$ cat src/rtl/kmeans_iter_ctrl.sv
// rtl/kmeans_iter_ctrl.sv - K-means iteration controller (4 clusters, Q8.8)
// Holds the point set and four centroids, streams points to an external
// nearest-centroid unit, accumulates per-cluster sums/counts from returned
// labels, recomputes centroids on a shared serial divider and repeats until
// no label changes or ITER_MAX iterations have run.
// Ports: ld_* / cinit_* load points and centroids while idle; start begins a
// run; data_* and cent_*_bus feed the assignment unit, cluster_result and
// output_valid return its labels; busy, done, converged, iter_count report.
module kmeans_iter_ctrl #(
    parameter int N_POINTS = 16,
    parameter int ITER_MAX = 8
) (
    input  logic                        clk,
    input  logic                        rst,
    input  logic                        ld_valid,
    input  logic [$clog2(N_POINTS)-1:0] ld_addr,
    input  logic [15:0]                 ld_x,
    input  logic [15:0]                 ld_y,
    input  logic                        cinit_valid,
    input  logic [1:0]                  cinit_idx,
    input  logic [15:0]                 cinit_x,
    input  logic [15:0]                 cinit_y,
    input  logic                        start,
    output logic [15:0]                 data_x,
    output logic [15:0]                 data_y,
    output logic                        data_valid,
    output logic [63:0]                 cent_x_bus,
    output logic [63:0]                 cent_y_bus,
    input  logic [1:0]                  cluster_result,
    input  logic                        output_valid,
    output logic                        busy,
    output logic                        done,
    output logic                        converged,
    output logic [3:0]                  iter_count
);
    localparam int AW = $clog2(N_POINTS);
    localparam int SW = 16 + AW;
    localparam int CW = AW + 1;
    localparam logic [AW:0] LAST_IDX = (AW+1)'(N_POINTS - 1);
    localparam logic [AW:0] N_IDX    = (AW+1)'(N_POINTS);
    localparam logic [3:0]  ITER_LIM = 4'(ITER_MAX);

    typedef enum logic [2:0] {S_IDLE, S_ASSIGN, S_DRAIN, S_UPDATE, S_CHECK} state_t;
    state_t state, state_next;

    logic [15:0]   pt_x [N_POINTS];
    logic [15:0]   pt_y [N_POINTS];
    logic [15:0]   cent_x [4];
    logic [15:0]   cent_y [4];
    logic [1:0]    label [N_POINTS];
    logic [SW-1:0] sum_x [4];
    logic [SW-1:0] sum_y [4];
    logic [CW-1:0] cnt [4];
    logic          changed;
    logic [AW:0]   issue_idx, result_idx;
    logic [1:0]    div_k;
    logic [4:0]    div_step;
    logic [CW-1:0] rem_x, rem_y, divisor;
    logic [15:0]   quo_x, quo_y;
    logic [3:0]    iter_q;
    logic          done_q, converged_q;

    logic          collect, all_back, div_last;
    logic [AW-1:0] r_addr;
    logic [CW-1:0] trial_x, trial_y, rem_x_nxt, rem_y_nxt;
    logic [15:0]   quo_x_nxt, quo_y_nxt;

    assign collect  = output_valid && (state == S_ASSIGN || state == S_DRAIN) && (result_idx < N_IDX);
    assign r_addr   = result_idx[AW-1:0];
    // UPDATE must start the cycle after the final label, so look at this cycle's label too.
    assign all_back = (result_idx == N_IDX) || (collect && result_idx == LAST_IDX);
    assign div_last = (div_step == 5'd16);

    // Quotient is known to fit 16 bits (mean of 16-bit values), so the remainder
    // starts from the sum's upper bits (< cnt) and only the low 16 bits are shifted in.
    always_comb begin
        trial_x   = {rem_x[CW-2:0], quo_x[15]};
        trial_y   = {rem_y[CW-2:0], quo_y[15]};
        rem_x_nxt = trial_x;
        rem_y_nxt = trial_y;
        quo_x_nxt = {quo_x[14:0], 1'b0};
        quo_y_nxt = {quo_y[14:0], 1'b0};
        if (trial_x >= divisor) begin
            rem_x_nxt = trial_x - divisor;
            quo_x_nxt[0] = 1'b1;
        end
        if (trial_y >= divisor) begin
            rem_y_nxt = trial_y - divisor;
            quo_y_nxt[0] = 1'b1;
        end
    end

    always_ff @(posedge clk) begin
        if (rst) state <= S_IDLE;
        else     state <= state_next;
    end

    always_comb begin
        state_next = state;
        busy       = (state != S_IDLE);
        data_valid = 1'b0;
        data_x     = '0;
        data_y     = '0;
        case (state)
            S_IDLE:   if (start) state_next = S_ASSIGN;
            S_ASSIGN: begin
                data_valid = 1'b1;
                data_x     = pt_x[issue_idx[AW-1:0]];
                data_y     = pt_y[issue_idx[AW-1:0]];
                if (issue_idx == LAST_IDX) state_next = S_DRAIN;
            end
            S_DRAIN:  if (all_back) state_next = S_UPDATE;
            S_UPDATE: if (div_last && div_k == 2'd3) state_next = S_CHECK;
            S_CHECK:  state_next = (!changed || iter_q == ITER_LIM) ? S_IDLE : S_ASSIGN;
            default:  state_next = S_IDLE;
        endcase
    end

    // Point memory is deliberately not reset.
    always_ff @(posedge clk) begin
        if (!rst && state == S_IDLE && ld_valid) begin
            pt_x[ld_addr] <= ld_x;
            pt_y[ld_addr] <= ld_y;
        end
    end

    always_ff @(posedge clk) begin
        if (rst) begin
            for (int k = 0; k < 4; k++) begin
                cent_x[k] <= '0;
                cent_y[k] <= '0;
                sum_x[k]  <= '0;
                sum_y[k]  <= '0;
                cnt[k]    <= '0;
            end
            for (int p = 0; p < N_POINTS; p++) label[p] <= '0;
            changed     <= 1'b0;
            issue_idx   <= '0;
            result_idx  <= '0;
            div_k       <= '0;
            div_step    <= '0;
            rem_x       <= '0;
            rem_y       <= '0;
            quo_x       <= '0;
            quo_y       <= '0;
            divisor     <= '0;
            iter_q      <= '0;
            done_q      <= 1'b0;
            converged_q <= 1'b0;
        end else begin
            done_q <= 1'b0;
            case (state)
                S_IDLE: if (cinit_valid) begin
                    cent_x[cinit_idx] <= cinit_x;
                    cent_y[cinit_idx] <= cinit_y;
                end
                S_ASSIGN: issue_idx <= issue_idx + (AW+1)'(1);
                S_UPDATE: begin
                    if (div_step == 5'd0) begin
                        rem_x    <= CW'(sum_x[div_k][SW-1:16]);
                        rem_y    <= CW'(sum_y[div_k][SW-1:16]);
                        quo_x    <= sum_x[div_k][15:0];
                        quo_y    <= sum_y[div_k][15:0];
                        divisor  <= cnt[div_k];
                        div_step <= 5'd1;
                    end else begin
                        rem_x <= rem_x_nxt;
                        rem_y <= rem_y_nxt;
                        quo_x <= quo_x_nxt;
                        quo_y <= quo_y_nxt;
                        if (div_last) begin
                            // Empty cluster keeps its centroid but still spends its slot.
                            if (divisor != '0) begin
                                cent_x[div_k] <= quo_x_nxt;
                                cent_y[div_k] <= quo_y_nxt;
                            end
                            div_step <= 5'd0;
                            div_k    <= div_k + 2'd1;
                        end else begin
                            div_step <= div_step + 5'd1;
                        end
                    end
                end
                S_CHECK: if (state_next == S_IDLE) begin
                    done_q      <= 1'b1;
                    converged_q <= !changed;
                end
                default: ;
            endcase

            if (collect) begin
                sum_x[cluster_result] <= sum_x[cluster_result] + SW'(pt_x[r_addr]);
                sum_y[cluster_result] <= sum_y[cluster_result] + SW'(pt_y[r_addr]);
                cnt[cluster_result]   <= cnt[cluster_result] + CW'(1);
                label[r_addr]         <= cluster_result;
                // Stored labels are stale from a previous run on the first pass.
                if (iter_q == 4'd0 || label[r_addr] != cluster_result) changed <= 1'b1;
                result_idx <= result_idx + (AW+1)'(1);
            end

            if (state == S_DRAIN && state_next == S_UPDATE) iter_q <= iter_q + 4'd1;

            if ((state == S_IDLE && start) || (state == S_CHECK && state_next == S_ASSIGN)) begin
                for (int k = 0; k < 4; k++) begin
                    sum_x[k] <= '0;
                    sum_y[k] <= '0;
                    cnt[k]   <= '0;
                end
                changed    <= 1'b0;
                issue_idx  <= '0;
                result_idx <= '0;
                div_k      <= '0;
                div_step   <= '0;
                if (state == S_IDLE) begin
                    iter_q      <= '0;
                    converged_q <= 1'b0;
                end
            end
        end
    end

    assign cent_x_bus = {cent_x[3], cent_x[2], cent_x[1], cent_x[0]};
    assign cent_y_bus = {cent_y[3], cent_y[2], cent_y[1], cent_y[0]};
    assign done       = done_q;
    assign converged  = converged_q;
    assign iter_count = iter_q;
endmodule

$ cat config.mk
export PLATFORM = sky130hd
export DESIGN_NAME = kmeans_iter_ctrl
export DESIGN_NICKNAME = d
export VERILOG_FILES = /design/src/rtl/kmeans_iter_ctrl.sv
export SDC_FILE = /design/constraint.sdc
export NUM_CORES = 1
export LEC_CHECK = 0
export CORE_MARGIN = 2
export CORE_UTILIZATION = 60
export CTS_CLUSTER_DIAMETER = 100
export CTS_CLUSTER_SIZE = 8
export DETAILED_ROUTE_END_ITERATION = 8
export PLACE_DENSITY = 0.92
export SLEW_MARGIN = 10
export SYNTH_ARGS = -nofsm -noshare
export SYNTH_HDL_FRONTEND = slang
export SYNTH_SLANG_ARGS = --single-unit
$ cat constraint.sdc
create_clock -name clk -period 5.8 [get_ports clk]
set_input_delay 1.74 -clock clk [delete_from_list [all_inputs] [get_ports clk]]
set_output_delay 1.74 -clock clk [all_outputs]
set_load 0.05 [all_outputs]
Yosys cells after proc, flatten, opt, wreduce, memory -nomap -nowiden
Memory sizes are Yosys's and may differ from the RTL's. A register that Yosys moved wholly into a read port is not among the register bits.
Cells that the tools add are included.
Widths: inputs -> output; s select.
{"block": "word_totals", "ff_bits": 67, "ram_bits": 852, "out_inout_bits": 168, "n_memories": 8}
{"block": "op_classes", "addsub": 10, "n_lt_le_gt_ge": 3, "n_eq_ne": 13, "n_mux": 97, "bitwise": 14, "n_reduce_logical": 35}
{"memory": "pt_x", "words": 16, "word_bits": 16, "rd": 2, "rd_ports_with_merged_regs": 2, "write_ports": 1, "line_no": "46", "rtl": "logic [15:0] pt_x [N_POINTS];"}
{"memory": "pt_y", "words": 16, "word_bits": 16, "rd": 2, "rd_ports_with_merged_regs": 2, "write_ports": 1, "line_no": "47", "rtl": "logic [15:0] pt_y [N_POINTS];"}
{"memory": "sum_x", "words": 4, "word_bits": 20, "rd": 2, "rd_ports_with_merged_regs": 1, "write_ports": 4, "line_no": "51", "rtl": "logic [SW-1:0] sum_x [4];"}
{"memory": "sum_y", "words": 4, "word_bits": 20, "rd": 2, "rd_ports_with_merged_regs": 1, "write_ports": 4, "line_no": "52", "rtl": "logic [SW-1:0] sum_y [4];"}
{"memory": "cent_x", "words": 4, "word_bits": 16, "rd": 4, "rd_ports_with_merged_regs": 0, "write_ports": 4, "line_no": "48", "rtl": "logic [15:0] cent_x [4];"}
{"memory": "cent_y", "words": 4, "word_bits": 16, "rd": 4, "rd_ports_with_merged_regs": 0, "write_ports": 4, "line_no": "49", "rtl": "logic [15:0] cent_y [4];"}
{"memory": "2 more memories"}
{"operator": "$mux 20", "count": 10}
{"operator": "$mux 16", "count": 8}
{"operator": "$mux 4", "count": 18}
{"operator": "$reduce_or 16->1", "count": 4}
{"operator": "$add 20x16->20", "count": 2}
{"operator": "$reduce_or 20->1", "count": 2}
{"operator": "$mux 1", "count": 37}
{"operator": "$mux 5", "count": 7}
{"operator": "$mux 2", "count": 12}
{"operator": "$add 5x1->5 const B", "count": 4}
{"operator": "$pmux 3 s5", "count": 1}
{"operator": "$mux 3", "count": 4}
{"operator": "$or 1x1->1", "count": 12}
{"operator": "$eq 5x4->1 const B", "count": 2}
{"operator": "$eq 5x5->1 const B", "count": 2}
{"operator": "$ge 5x5->1", "count": 2}
{"operator": "$eq 3x2->1 const B", "count": 3}
{"operator": "$logic_and 1x1->1", "count": 9}
{"operator": "$sub 4x4->4", "count": 2}
{"operator": "$eq 3x1->1 const B", "count": 2}
{"operator": "$logic_not 3->1", "count": 2}
{"operator": "$reduce_or 2->1", "count": 3}
{"operator": "$logic_not 5->1", "count": 1}
{"operator": "$logic_or 1x1->1", "count": 5}
{"operator": "15 further kinds", "count": 18}

Longest topological paths before layout
{"block": "depth", "word_depth": 16, "mapped_depth": 15}

Least setup slack after synthesis
OpenSTA, ideal clock, no wires.
{"block": "synth_timing", "path_type": "in2reg", "start": "input port rst", "end": "memory pt_x[0][0], enable pin", "setup_ns": 0.461, "arrival_ns": 4.696, "t_required_ns": 5.339, "path_slack_ns": 0.642, "stages": 5, "path_cell_list": "clkbuf_1 -> nor2_1 -> nand3_1 -> or3_1 -> nor3_1"}
{"block": "synth_between", "elab_chain_len": 5}
{"item": "from (decl)", "line_no": "14", "rtl": "input logic rst,"}
{"item": "$logic_not 1->1", "line_no": "121", "rtl": "if (!rst && state == S_IDLE && ld_valid) begin"}
{"item": "$logic_and 1x1->1 (2 in a row)", "line_no": "121"}
{"item": "$mux 1", "line_no": "121"}
{"item": "$mux 1 (not written as such)", "line_no": "122", "rtl": "pt_x[ld_addr] <= ld_x;"}
{"item": "to (decl)", "line_no": "46"}
Every way passes these cells.

==> summary.md <==
| Metric | Value |
|---|---|
| FILL cells | 3957 |
| Worst hold path type | flop to flop |
| Synth Area in Simple Gates | 0.0708 |
| Mapped Area | 43500 µm² |
| Worst Setup Start Kind | flop |
| Post-CTS Resized | 0 |
| Pwr Total | 16.2 mW |
| Die Wd | 273 µm |
| Worst-case clock buffer depth | 3 |
| Slew @ Worst Pin | 0.994 ns |
| Overflow left after global routing | 0 |
| Commonest non-fill, non-tap cell in the layout | edfxtp_1 |
| Slew Viols, Final | 0 |
| Final setup skew | 0.0327 ns |
| Setup TNS | 0 ns |
| RSZ-0062 raised after global routing | no |
| Largest net degree at the start of global routing | 76 |
| Final setup vio count | 0 |
| Tmin final | 5.46 ns |
| Vias per cell | 7.08 |
| IO buf count | 245 |
| Post-route insts no fill | 3890 |
| Pwr Density | 317 nW/µm² |
| Setup crit end kind | output port |
| Max Cap Violations | 0 |
| TritonCTS Buffers | 134 |
| Hpwl dp | 71300 µm |
| Layout cells sized above 1 | 0.240 |
| Die span in y | 273 µm |
| Crit Path Class | flop to output port |
| FP Rows | 98 |
| TritonCTS sink count | 934 |
| Synth Area in Compound Gates | 0.0325 |
| Wire per inst | 30.8 µm |
| GRT Total Usage | 0.326 |
| Core box area | 71600 µm² |
| Largest family of logic cells by synthesized area | multiplexers |
| H-tree Lvls | 4 |
| Clk_lat worst skew | 0.73 ns |
| Final Hold Vio Count | 0 |
| Unique masters post-synth | 62 |
| GP Congestion | 0.908 |
| Iter 0 DRT Violations | 4037 |
| EDFF count, synth | 852 |
| Finished Core Util | 0.713 |
| Number of synthesized register bits | 934 |
| Sequential cell area fraction in the yosys report | 0.626 |
| Post-synthesis xor/xnor area fraction | 0.0115 |
| Most frequent cells in the layout | edfxtp_1, mux4_2, nor2_1, clkdlybuf4s50_1, clkbuf_16 |
| Cells after Synth | 2606 |
| Tcrit/Tclk final | 0.942 |
| Fmax | 183 MHz |
| Synth-to-Final Area Change | 17.4% |
| Post-synthesis mux area share | 0.219 |
| Ports | 246 |
| Relative max-transition margin | 0.337 |
| CP Data Required Time | 4.06 ns |
| Die area | 74700 µm² |
| Final WL | 120000 µm |
| DR DRC count | 0 |
| Status | finished, final reports clean |
| Nets | 3027 |
| Syn avg cell area | 16.7 µm² |
| Post-Synth Adder-Cell Area | 0.0177 |
| Vias in the first global route | 28300 |
| CTS Hold Bufs | 0 |
| Post-CTS Setup Inserts | 0 |
| Pleak | 16.9 nW |
| Syn nets | 2743 |
| CTS tree | yes |
| Post-synth top flop | edfxtp_1 |
| Clk pin slew, worst setup/hold paths | 0.05 ns |
| Placed cell count | 3704 |
| Maximum vdd drop | 0.332 mV |
| CP max FO | 39 |
| Initial Util | 0.607 |
| First-pass GRT wire length | 178000 µm |
| Routed via count | 27600 |
| Clk root buf | clkbuf_16 |
| Ys async rst share | 0 |
| Post-DRT Antenna Nets | 0 |
| Synth warnings | 0 |
| Drt pass-1 iters | 6 |
| Antenna violations before repair | 9 |
| Critical Path AT | 3.72 ns |
## flip-flops by register name, indices dropped and copies added, names as in the netlist, 16 cells and up, named ones only
name,cells
quo_y,16
cnt,20
sum_y,80
sum_x,80
quo_x,16
label,32
cent_x,64
cent_y,64
pt_x,256
pt_y,256
## cell usage after synthesis, types with 2 or more instances
| master | count | area, µm² |
|---|---|---|
| nand3b_1 | 7 | 52.6 |
| dfxtp_1 | 82 | 1640 |
| o21a_1 | 5 | 37.5 |
| a22oi_1 | 32 | 240 |
| nor3_1 | 19 | 95.1 |
| a31oi_1 | 8 | 50.1 |
| fa_1 | 4 | 80.1 |
| mux2i_1 | 11 | 110 |
| nor4_1 | 3 | 18.8 |
| nand4_1 | 8 | 50.1 |
| or2_2 | 17 | 106 |
| nand2b_1 | 14 | 87.6 |
| or3_1 | 3 | 18.8 |
| a311oi_1 | 30 | 263 |
| xnor2_1 | 20 | 175 |
| buf_6 | 4 | 45.0 |
| a21o_1 | 22 | 165 |
| a2111oi_0 | 3 | 26.3 |
| o311ai_1 | 2 | 17.5 |
| a31o_2 | 3 | 26.3 |
| o211ai_1 | 10 | 75.1 |
| a221oi_1 | 2 | 17.5 |
| a211oi_1 | 12 | 90.1 |
| inv_1 | 64 | 240 |
| nor3b_1 | 3 | 22.5 |
| nand2_1 | 111 | 417 |
| ha_1 | 55 | 688 |
| edfxtp_1 | 852 | 25600 |
| o21ai_0 | 13 | 65.1 |
| o21ai_1 | 2 | 10.0 |
| and2_1 | 67 | 419 |
| o31ai_1 | 3 | 22.5 |
| clkbuf_1 | 92 | 345 |
| and3_1 | 10 | 62.6 |
| xor2_1 | 37 | 324 |
| mux4_2 | 418 | 9410 |
| nand3_1 | 15 | 75.1 |
| a21oi_1 | 42 | 210 |
| buf_2 | 51 | 255 |
| nor2_1 | 396 | 1490 |
| o22a_1 | 2 | 17.5 |
| nor2b_1 | 9 | 56.3 |
| buf_1 | 24 | 90.1 |
## cell type report
class	count	area, µm²	area share
Sequential cell	934	27200	0.534
Tap cell	950	1190	0.0233
Timing Repair Buffer	320	3200	0.0627
Clock buffer	177	3630	0.0711
Clock inverter	7	114	0.00223
Antenna cell	2	5.00	0.0000980
Inverter	64	240	0.00470
Multi-Input combinational cell	1436	15400	0.302
## path summary, 6_finish.rpt
check	start	end	slack, ns	cells past startpoint
hold / removal	quo_x[4]	quo_x[5]	0.51	2
setup reg to reg	flop	sum_y[3][17]	1.19	11
hold reg to reg	quo_x[4]	quo_x[5]	0.51	2
setup / recovery	flop	data_x[5]	0.34	5
## logic make-up after synthesis
group | Yosys count
AOI/OAI and AO/OA | 199
xor gates and xnor gates | 57
adders and majority gates | 59
buffers and inverters | 236
DFF | 934
muxes | 429
and+or+nand+nor | 692
## routing by layer
layer,track usage,vias to the layer above,share of wire
met5,0,-,0.00072
met4,0.172,14,0.053
met3,0.0821,455,0.11
met2,0.553,2287,0.51
met1,0.386,13900,0.32
li1,-,10900,-
## power by group
group	switching [mW]	total (mW)	internal [mW]
Clock	2.80	7.12	4.31
Combinational	0.879	1.43	0.554
Sequential	0.0921	7.63	7.53
Total	3.77	16.2	12.4
## critical path: stages, from the launching register on
cell             delay [ns]
dfxtp_4                0.56
buf_12                 0.35
mux4_2                 0.58
mux4_2                 0.52
and2_1                 0.24
clkdlybuf4s50_1        0.72
## metrics by stage
| stage | setup slack, ns | cell area [µm²] | hold WS (ns) |
|---|---|---|---|
| 3_5_place_dp | 0.613 | 47300 | 0.498 |
| 5_1_grt | 0.234 | 51100 | 0.526 |
| 4_1_cts | 0.301 | 51100 | 0.501 |
| 2_1_floorplan | 0.642 | 43500 | 0.460 |
| 3_3_place_gp | 0.701 | 47300 | 0.475 |
| 6_report | 0.337 | 51100 | 0.510 |
No activity file was read; power rests on OpenSTA's default activity.
